<file path="config.mk">
export PLATFORM = sky130hd
export DESIGN_NAME = mag_bin_sequencer
export DESIGN_NICKNAME = d
export VERILOG_FILES = /design/src/rtl/mag_bin_sequencer.sv
export SDC_FILE = /design/constraint.sdc
export NUM_CORES = 1
export LEC_CHECK = 0
export CORE_MARGIN = 2
export CORE_UTILIZATION = 35
export CTS_BUF_LIST = sky130_fd_sc_hd__clkbuf_8
export CTS_CLUSTER_SIZE = 25
export DETAILED_ROUTE_END_ITERATION = 10
export HOLD_SLACK_MARGIN = 0.03
export PLACE_DENSITY_LB_ADDON = 0.25
export SYNTH_ARGS = -nofsm -noshare
export SYNTH_HDL_FRONTEND = slang
export SYNTH_SLANG_ARGS = --single-unit
</file>
<file path="constraint.sdc">
create_clock -name clk -period 5.7 [get_ports clk]
set_input_delay 0.855 -clock clk [delete_from_list [all_inputs] [get_ports clk]]
set_output_delay 0.855 -clock clk [all_outputs]
set_load 0.1 [all_outputs]
</file>
<file path="src/rtl/mag_bin_sequencer.sv">
// Walks one frame of FFT bins through the shared magnitude unit and streams results.
// Define MAG_PEAK_TRACK_EN to track the frame's peak magnitude and its bin index.
module mag_bin_sequencer #(
    parameter int N_BINS = 64,
    parameter int ADDR_W = 6,
    parameter int DATA_W = 16
) (
    input  logic                clk,
    input  logic                rst,
    input  logic                start,
    input  logic                abort,
    output logic                busy,
    output logic                done,
    output logic                mem_rd_en,
    output logic [ADDR_W-1:0]   mem_addr,
    input  logic [2*DATA_W-1:0] mem_rd_data,
    output logic [DATA_W-1:0]   mag_rea,
    output logic [DATA_W-1:0]   mag_ima,
    input  logic [DATA_W-1:0]   mag_in,
    output logic                out_valid,
    input  logic                out_ready,
    output logic [DATA_W-1:0]   out_data,
    output logic [ADDR_W-1:0]   out_idx,
    output logic [DATA_W-1:0]   peak_mag,
    output logic [ADDR_W-1:0]   peak_idx
);

    typedef enum logic [2:0] {
        IDLE,
        RD,
        LAT,
        CAP,
        OUT,
        DONE
    } state_t;

    localparam logic [ADDR_W-1:0] LAST = ADDR_W'(N_BINS - 1);

    state_t            state;
    state_t            state_nx;
    logic [ADDR_W-1:0] idx;
    logic              go;
    logic              kill;
    logic              last;

    assign go   = (state == IDLE) && start && !abort;
    assign kill = (state != IDLE) && abort;
    assign last = (idx == LAST);

    always_ff @(posedge clk or posedge rst) begin
        if (rst) begin
            state <= IDLE;
        end else begin
            state <= state_nx;
        end
    end

    always_comb begin
        state_nx  = state;
        busy      = (state != IDLE);
        done      = 1'b0;
        mem_rd_en = 1'b0;
        mem_addr  = '0;
        unique case (state)
            IDLE: begin
                if (go) begin
                    state_nx = RD;
                end
            end
            RD: begin
                mem_rd_en = 1'b1;
                mem_addr  = idx;
                state_nx  = LAT;
            end
            LAT: state_nx = CAP;
            CAP: state_nx = OUT;
            OUT: begin
                if (out_ready) begin
                    state_nx = last ? DONE : RD;
                end
            end
            DONE: begin
                done     = 1'b1;
                state_nx = IDLE;
            end
            default: state_nx = IDLE;
        endcase
        // abort outranks both a handshake and any other transition
        if (kill) begin
            state_nx = IDLE;
        end
    end

    always_ff @(posedge clk or posedge rst) begin
        if (rst) begin
            idx       <= '0;
            mag_rea   <= '0;
            mag_ima   <= '0;
            out_valid <= 1'b0;
            out_data  <= '0;
            out_idx   <= '0;
        end else if (kill) begin
            out_valid <= 1'b0;
        end else begin
            unique case (state)
                IDLE: begin
                    if (go) begin
                        idx <= '0;
                    end
                end
                LAT: begin
                    mag_rea <= mem_rd_data[2*DATA_W-1:DATA_W];
                    mag_ima <= mem_rd_data[DATA_W-1:0];
                end
                CAP: begin
                    out_data  <= mag_in;
                    out_idx   <= idx;
                    out_valid <= 1'b1;
                end
                OUT: begin
                    if (out_ready) begin
                        out_valid <= 1'b0;
                        if (!last) begin
                            idx <= idx + 1'b1;
                        end
                    end
                end
                default: ;
            endcase
        end
    end

`ifdef MAG_PEAK_TRACK_EN
    // strict compare keeps the earliest bin on ties
    always_ff @(posedge clk or posedge rst) begin
        if (rst) begin
            peak_mag <= '0;
            peak_idx <= '0;
        end else if (go) begin
            peak_mag <= '0;
            peak_idx <= '0;
        end else if (state == CAP && !abort && mag_in > peak_mag) begin
            peak_mag <= mag_in;
            peak_idx <= idx;
        end
    end
`else
    assign peak_mag = '0;
    assign peak_idx = '0;
`endif

endmodule

</file>
==> results summary, run 1 <==
Dividing the detail-routed via count by the number of cells gives 4.56. In the final layout, the share of cells above drive strength 1 is 0.216. The post-route setup TNS came out at 0 ps. After the last flow step, the layout net total stands at 384. Traced cell by cell, the critical path runs through nand2b_1, nor2_1, and2_1, clkdlybuf4s50_1.

The die outline area is 0.00864 mm2. The max capacitance violation total is 0. The category of the worst setup path capture point is an output port. The most used flip-flop cell after synthesis is sky130_fd_sc_hd__dfrtp_1. Entering global routing, the biggest net connects 65 pins. In this run the cell area measured after placement is 0.00396 mm2. The count of clock tree sinks came out at 64. Dividing the detail-routed wire length by the instance count gives 13.0 um. The run finished with clean final reports. The number of antenna-violating nets in the routed design is 0. The clock tree from TritonCTS is built. The top cell types in the final layout, fill and taps aside, are sky130_fd_sc_hd__clkdlybuf4s50_1, sky130_fd_sc_hd__dfrtp_1, sky130_fd_sc_hd__mux2_2, sky130_fd_sc_hd__conb_1, sky130_fd_sc_hd__clkbuf_8. The worst path in the final design needs a cycle of 3470 ps, including I/O delays and setup. The data arrival time at the worst-slack endpoint is 2610 ps.

In this run the worst hold path is classified as flip-flop to flip-flop. On the critical path, the stage with the largest delay is an instance of sky130_fd_sc_hd__clkdlybuf4s50_1. The share of synthesized flip-flops with an asynchronous set or reset came out at 1.00. Setup repair after global routing left no endpoint under its margin. The core box area came out at 0.00769 mm2.

The post-synthesis area per instance came out at 13.3 um2. The startpoint-to-endpoint class of the critical path is flip-flop to output port. The first global-routing pass estimated 9270 um of wire. The number of hold violations in the final report came out at 0. In this run the number of H-tree levels came out at 3. For this run, the detailed router's first-pass iteration total came to 4. The total of fill cells in the finished design came out at 678.

The number of warnings reported in the yosys synthesis log came out at 0. The max-slew violation total from the final report came out at 0. The total clock buffers created by CTS is 9.

The routed design has 5670 um of wire. The DRC marker count from the first detailed-route iteration is 47. The final core area utilization came out at 0.540. Leaving out fill and tap cells, the most frequent cell in the layout is sky130_fd_sc_hd__clkdlybuf4s50_1. Routability-driven placement finished with a final weighted congestion of 0.734. The antenna diode instance count came out at 0.

Clock latency on the worst-skew pair, taken at its later pin, is 320 ps. Along the worst path, the maximum fanout reaches 8. The slew at the pin closest to its max-slew limit is 1060 ps. The die is 92.9 um tall. The initial core utilization is 0.360. The number of port buffers is 116. The relative slew slack is 0.292.

The peak clock frequency supported by timing is 289 MHz. Post-CTS repair changed the size of 0 cells. The worst-case clock buffer depth came out at 2. The sequential element share of the synthesized area is 0.578. Setup violations remaining at the end of the flow were counted as 0. The total congestion overflow came out at 0. The gate count of the mapped netlist is 208. For this block, the via count after detailed routing is 1987. For the worst setup path, the data required time is 4850 ps.

The tree is rooted in a sky130_fd_sc_hd__clkbuf_8. The remaining routing DRC violations came out at 0. The final non-filler cell area is 0.00415 mm2. The worst hold slack after final layout came out at 491 ps.

For this design, the CTS-stage hold fixing added 0 buffers. The detailed-placement wirelength estimate is 4040 um. The boundary pin count is 139. The unique cell type count in the Yosys netlist is 31. In this run the horizontal extent of the chip is 92.9 um. The synthesized cell area came out at 0.00277 mm2. Once the clock tree was built, the setup fixing pass inserted 0 buffers. The clock transition time at the flip-flop clock pins of the worst setup and hold paths came out at 70 ps. The number of antenna violations at the first check in global routing is 0.

The row count came out at 32. The startpoint class of the critical path is a flip-flop. The worst setup skew after layout came out at 6.34 ps.

The critical path's largest stage delay came out at 1140 ps. The area growth from synthesis to layout is 49.8%. In the finished design, the share of the clock period the worst path needs comes to 0.608. The register bit total from synthesis is 64. The number of enable flip-flop cells after synthesis came out at 0. The number of global-route vias before repair came out at 2071. The overall fraction of global-route tracks in use is 0.135.
## metrics by stage
step           std cells  worst slack (ps)
5_1_grt              436              2070
4_1_cts              436              2210
2_1_floorplan        229              1960
3_5_place_dp         421              2600
3_3_place_gp         421              2640
6_report             436              2230
## synthesized netlist by cell type, types with 2 or more instances
library cell	n	share of area
sky130_fd_sc_hd__dfrtp_1	64	0.58
sky130_fd_sc_hd__mux2_2	51	0.21
sky130_fd_sc_hd__buf_4	25	0.068
sky130_fd_sc_hd__nand2_1	8	0.011
sky130_fd_sc_hd__inv_1	6	0.0081
sky130_fd_sc_hd__o21ai_0	6	0.011
sky130_fd_sc_hd__a21oi_1	5	0.0090
sky130_fd_sc_hd__nor2_1	5	0.0068
sky130_fd_sc_hd__nor3_1	5	0.0090
sky130_fd_sc_hd__nand2b_1	4	0.0090
sky130_fd_sc_hd__and2_1	3	0.0068
sky130_fd_sc_hd__mux2_1	3	0.012
sky130_fd_sc_hd__a31oi_1	2	0.0045
sky130_fd_sc_hd__buf_2	2	0.0036
sky130_fd_sc_hd__nand3_1	2	0.0036
sky130_fd_sc_hd__nor3_2	2	0.0072
## metal layers
metal | vias up | part of all wire | wire [um] | GRT usage
met2 | 96 | 0.45 | 2540 | 0.209
met1 | 955 | 0.43 | 2440 | 0.167
li1 | 926 | - | - | -
met4 | 0 | 0.015 | 87 | 0.0588
met5 | - | 0 | 0 | 0
met3 | 10 | 0.11 | 600 | 0.0529
## layout make-up
class                   count  area [um2]  area share
inverters                   6        22.5     0.00543
clock buffers              10         138      0.0332
well taps                 102         128      0.0308
repair buffers            118        1180       0.283
flip-flops and latches     64        1600       0.386
clock inverters             5        48.8      0.0118
multi-input cells         131        1030       0.249
## final timing paths
| path | depth (start not counted) | end | start | slack [ps] |
|---|---|---|---|---|
| worst max register to register | 4 | mag_rea[13]$_DFFE_PP0P_ | state[0]$_DFFE_PP0P_ | 3610 |
| min in group asynchronous | 3 | out_data[5]$_DFFE_PP0P_ | rst | 1070 |
| worst min-delay path | 1 | mag_ima[3]$_DFFE_PP0P_ | mag_ima[3]$_DFFE_PP0P_ | 490 |
| worst max-delay path | 4 | mem_addr[2] | state[1]$_DFFE_PP0P_ | 2230 |
| max in group asynchronous | 3 | mag_ima[7]$_DFFE_PP0P_ | rst | 4090 |
| worst min register to register | 1 | mag_ima[3]$_DFFE_PP0P_ | mag_ima[3]$_DFFE_PP0P_ | 490 |
## cell families (layout without fill, tap and decap cells)
family          Yosys count  count (layout)  share of synthesized area
simple gates             33              33                     0.0655
compound gates           21              21                     0.0497
fa+ha+maj                 1               1                    0.00452
other cells               1              22                    0.00135
flops                    64              64                      0.578
buf+inv                  34             139                     0.0809
mux                      54              54                      0.220
## critical path, delay by kind of cell, from the launching register on
family / cells / cell delay, ps
buffers and inverters: 1 / 1140
and+or+nand+nor: 3 / 680
DFF: 1 / 450
## sequential cells by signal, indices dropped and copies added (netlist names)
name       count
mag_rea       16
out_valid      1
state          3
idx            6
out_idx        6
mag_ima       16
out_data      16
Power of run 1 is not shown: default switching activity piles up to over one toggle a cycle in this logic, so the estimate is an artifact.
==> inputs of run 2 (changes only) <==
==> constraint.sdc (replaced) <==
create_clock -name clk -period 3.6 [get_ports clk]
set_input_delay 0.54 -clock clk [delete_from_list [all_inputs] [get_ports clk]]
set_output_delay 0.54 -clock clk [all_outputs]
set_load 0.1 [all_outputs]
==> results summary, run 2 (synthesis gave the netlist of run 1 again) <==
The area growth from synthesis to layout came out at 50.5%. Setup total negative slack on the finished layout was measured at 0 ps. The category of the worst setup path capture point is an output port. In the global route stage, overall resource usage came out at 0.138.

The final net count is 386. For this design, the sink count on the clock tree is 64. The count of hold buffers inserted by post-cts repair is 0. The relative slew slack is 0.333. The data arrival time at the worst-slack endpoint came out at 1860 ps. The signal on the critical path passes through clkdlybuf4s50_1. The core box area came out at 0.00769 mm2.

Counting both buffers and inverters, the worst setup path holds a total of 1. Using the TritonRoute via totals, the vias-per-cell ratio works out to 4.54. The worst setup skew after layout came out at 11.5 ps.

The most common library cell in the layout ignoring fill and taps is sky130_fd_sc_hd__clkdlybuf4s50_1. The max-slew violation total from the final report is 0. After detailed routing, the number of remaining DRC violations is 0. The clock passes through at most 2 buffers. Wires add up to 5790 um. In this run the count of I/O pins placed on the die edge is 139. The max capacitance violation total is 0. The peak clock frequency supported by timing came out at 417 MHz. The number of antenna diodes in the final layout is 0.

TritonCTS built the clock tree. The critical path's largest stage delay is 1140 ps. In this run, CTS created clock tree buffers numbering 9. The pre-antenna-repair detailed-routing pass consisted of 4 iterations. Once routing completed, OpenROAD measured the worst setup slack at 1200 ps. The startpoint class of the critical path is a flip-flop.

Before CTS, the worst setup slack after placement is 1090 ps. Setup violations remaining at the end of the flow were counted as 0. The run finished with clean final reports. The number of hold violations in the final report was 0. The post-route clock period utilization came out at 0.666. The cell with the largest stage delay on the worst path is sky130_fd_sc_hd__clkdlybuf4s50_1. At the worst endpoint, the required time is 3060 ps. The post-layout minimum cycle time came out at 2400 ps.

The setup fix buffers added after clock tree synthesis is 0. The routed length per placed instance came out at 13.2 um. The final weighted congestion in routability-driven placement came out at 0.793. The number of port buffers came out at 116.

Entering global routing, the biggest net connects 33 pins. The worst hold slack after final layout is 488 ps. The worst min-delay path class is flip-flop to flip-flop. The count of nets left with antenna violations once routing finished came out at 0. The startpoint-to-endpoint class of the critical path is flip-flop to output port. The number of global-route vias before repair is 2040.

The number of antenna violations at the first check in global routing is 0. The critical path's top delay family is buffers and inverters. Setup repair after global routing left no endpoint under its margin. The die outline area is 0.00864 mm2. The buffer type at the clock tree root is sky130_fd_sc_hd__clkbuf_8. The initial core utilization is 0.360. The width of the die is 92.9 um. The depth of the CTS H-tree came out at 3. The count of cells resized by post-cts repair is 0. The total congestion overflow is 0. In this run the critical register-to-register path is launched from state[2]$_DFFE_PP0P_. The wire-length estimate of the detail-placed layout is 4230 um. The chip height came out at 92.9 um. The row count came out at 32.

The largest registers in the layout are mag_ima: 16 flops, mag_rea: 16 flops, out_data: 16 flops. The clock transition time at the flip-flop clock pins of the worst setup and hold paths came out at 70 ps. Of all nets on the critical path, the largest fanout is 4. Leaving out fill and tap cells, the most frequent cells in the layout are sky130_fd_sc_hd__clkdlybuf4s50_1, sky130_fd_sc_hd__dfrtp_1, sky130_fd_sc_hd__mux2_2, sky130_fd_sc_hd__conb_1, sky130_fd_sc_hd__buf_4. The critical path starts at out_valid$_DFFE_PP0P_. The later pin in the worst-skew pair is clocked with a latency of 330 ps.

The via total after detailed routing is 1991. The first global-routing pass estimated 9400 um of wire. The worst hold path begins at mag_ima[2]$_DFFE_PP0P_.

The final core area utilization is 0.542. The slew at the pin closest to its max-slew limit came out at 998 ps. The DRC marker count from the first detailed-route iteration is 50. The ratio of cells with drive above 1 in the final layout is 0.246.
[run 2: cell count changes in the layout (fill, tap and decap cells not counted), sizes merged]
cell           previous run  this run
buf                       2        13
clkbuf                   10        11
clkdlybuf4s50           116       107
clkinv                    3         2
inv                       7         8
[run 2: final cells by class]
| type | count | area (um2) |
|---|---|---|
| Inverter | 6 | 22.5 |
| Sequential cell | 64 | 1600 |
| Multi-Input combinational cell | 131 | 1030 |
| Tap cell | 102 | 128 |
| Timing Repair Buffer | 120 | 1180 |
| Fill cell | 645 | 3520 |
| Clock inverter | 5 | 47.5 |
| Clock buffer | 11 | 151 |
[run 2: metal layers]
layer | GRT usage | vias up | wire length, um
met5 | 0 | - | 0
met4 | 0.0551 | 0 | 87
met3 | 0.0570 | 9 | 613
met2 | 0.226 | 93 | 2660
met1 | 0.160 | 959 | 2430
li1 | - | 930 | -
[run 2: worst paths after layout]
path | slack, ps | cells after the start | endpoint
setup reg to reg | 1650 | 3 | mag_rea[11]$_DFFE_PP0P_
max in group asynchronous | 2290 | 3 | mag_rea[2]$_DFFE_PP0P_
hold reg to reg | 490 | 1 | mag_ima[2]$_DFFE_PP0P_
min in group asynchronous | 620 | 2 | idx[0]$_DFFE_PP0P_
setup / recovery | 1200 | 1 | out_valid
hold / removal | 490 | 1 | mag_ima[2]$_DFFE_PP0P_
[run 2: per-stage QoR]
step,cell area (um2),instances
5_1_grt,4170,439
3_3_place_gp,3970,423
2_1_floorplan,2850,229
3_5_place_dp,3970,423
6_report,4170,439
4_1_cts,4170,439
Power of run 2 is left out for the same reason.
==> inputs of run 3 (changes only) <==
==> constraint.sdc (replaced) <==
create_clock -name clk -period 2.4 [get_ports clk]
set_input_delay 0.36 -clock clk [delete_from_list [all_inputs] [get_ports clk]]
set_output_delay 0.36 -clock clk [all_outputs]
set_load 0.1 [all_outputs]
==> results summary, run 3 (synthesis gave the netlist of run 1 again) <==
The flow ran to the end, and the final reports show no timing, DRC or antenna violations. TritonCTS built the clock tree. The minimum setup slack after placement is 356 ps.

The setup fix buffers added after clock tree synthesis is 0. The total of endpoints with negative setup slack in the final report came out at 0. The ratio of cells with drive above 1 in the final layout came out at 0.415. The number of antenna violations at the first check in global routing was 0. The depth of the CTS H-tree came out at 3.

Summed over all layers, the global routing overflow is 0. The final weighted congestion in routability-driven placement is 0.780. From synthesis to final layout, the design area changed by 47.4%. Input and output buffers added on the ports amount to 116.

For this design the top-level I/O count stands at 139. The peak clock frequency supported by timing is 498 MHz. The internal reg-to-reg setup slack is 580 ps. The remaining routing DRC violations came out at 0. Buffers inserted during clock tree synthesis total 9. The max-slew violation total from the final report is 0. The floorplan has 32 rows.

For this configuration, the core starts out at a cell density of 0.360. The via total after detailed routing came out at 1998. The placed instances occupy a cell area of 0.00389 mm2. In this run the clock root is driven by a sky130_fd_sc_hd__clkbuf_8. The overall fraction of global-route tracks in use came out at 0.133. The final non-filler cell area is 0.00408 mm2. The count of cells resized by post-cts repair came out at 0. The average vias per placed instance came out at 4.55. The largest registers in the layout are mag_ima: 16 flops, mag_rea: 16 flops, out_data: 16 flops. The worst path required time came out at 2040 ps. The first TritonRoute pass finished after 4 iterations.

The relative slew slack came out at 0.630. The first global-routing pass estimated 9170 um of wire. The worst hold slack after final layout came out at 380 ps. Leaving out fill and tap cells, the most frequent cells in the layout are sky130_fd_sc_hd__dfrtp_1, sky130_fd_sc_hd__buf_4, sky130_fd_sc_hd__clkdlybuf4s50_1, sky130_fd_sc_hd__mux2_2, sky130_fd_sc_hd__conb_1. The worst hold path belongs to the class input pin to asynchronous set/reset pin. Setup repair after global routing left no endpoint under its margin. The antenna diode instance count came out at 0. The final net count came out at 387. The final worst setup slack came out at 392 ps. The total area inside the core boundary comes to 0.00769 mm2. The worst setup path is captured at an output port. The data arrival time at the worst-slack endpoint is 1650 ps. The count of hold buffers inserted by post-cts repair came out at 0. The total of fill cells in the finished design came out at 712. In this run the critical register-to-register path is captured at idx[3]$_DFFE_PP0P_.

By startpoint and endpoint, the worst setup path is classified as flip-flop to output port. After clock tree synthesis, the clock-pin slew on the worst setup and hold paths is 70 ps. Measured along the y axis, the die boundary spans 92.9 um. The number of hold violations in the final report came to 0. After detailed routing, the average wire length per cell comes to 13.2 um.

In this run the critical register-to-register path is launched from state[2]$_DFFE_PP0P_. Entering global routing, the biggest net connects 43 pins. Summed over all layers, the routed wires come to 5790 um.

The clock insertion delay at the later pin of the skew report came out at 320 ps. The detailed-placement wirelength estimate came out at 4230 um. The worst setup skew after layout is 8.23 ps. The post-route clock period utilization is 0.837. For the worst flop-to-flop path, the logic depth is 4. The slew at the pin closest to its max-slew limit came out at 556 ps.

The width of the die is 92.9 um. The worst-case clock buffer depth came out at 2. The floorplan step defined a die boundary enclosing 0.00864 mm2. The clock drives 64 sinks. The number of antenna-violating nets in the routed design is 0.

The smallest clock period supported by the final layout is computed as 2010 ps. The max capacitance violation total is 0. The number of global-route vias before repair came out at 1976. The top fanout value on the critical path is 8. The worst setup path is launched from a flip-flop.

After the first detailed-routing iteration, the DRC count stood at 49.
run 3: changes by cell type in the layout (fill, tap and decap cells not counted), sizes merged:
cell and delta:
clkinvlp +1, clkbuf -1, buf +56, clkdlybuf4s50 -55
clkinv -1
run 3: per-stage QoR:
step	cells	util	TNS [ps]
2_1_floorplan	229	-	-3100
3_3_place_gp	424	0.506	0
3_5_place_dp	424	0.506	0
4_1_cts	439	0.531	0
5_1_grt	439	0.531	0
6_report	439	0.531	0
run 3: final cells by class:
cell class / count / area, um2 / area share
clock buffer: 10 / 138 / 0.0337
clock inverter: 5 / 50.0 / 0.0123
inverter: 6 / 22.5 / 0.00552
multi-input combinational: 131 / 1040 / 0.255
sequential: 64 / 1600 / 0.393
tap: 102 / 128 / 0.0313
timing repair buffer: 121 / 1100 / 0.270
run 3: how the worst max path moves through the flow:
| stage | slack (ps) | startpoint | cells past startpoint | endpoint |
|---|---|---|---|---|
| after floorplan | -690 | state[2]$_DFFE_PP0P_ | 2 | mem_addr[0] |
| after global placement | 390 | abort | 4 | out_data[6]$_DFFE_PP0P_ |
| after detailed placement | 360 | abort | 4 | mag_rea[8]$_DFFE_PP0P_ |
| after CTS | 380 | state[1]$_DFFE_PP0P_ | 4 | mem_addr[4] |
| after global routing | 290 | state[1]$_DFFE_PP0P_ | 4 | mem_addr[3] |
| final | 390 | state[1]$_DFFE_PP0P_ | 4 | mem_addr[3] |
run 3: critical path, stage by stage, from the launching register on:
cell	delay, ps
sky130_fd_sc_hd__dfrtp_1	460
sky130_fd_sc_hd__nand2b_1	300
sky130_fd_sc_hd__nor2_2	190
sky130_fd_sc_hd__and2_1	190
sky130_fd_sc_hd__buf_12	180
run 3: layer usage:
metal  share of wire  routed length [um]  vias to the layer above  track usage
li1                -                   -                      933            -
met1            0.43                2470                      965        0.164
met2            0.47                2740                       92        0.219
met3           0.089                 514                        8       0.0439
met4           0.011                  65                        0       0.0478
met5               0                   0                        -            0
Power of run 3 is left out for the same reason.
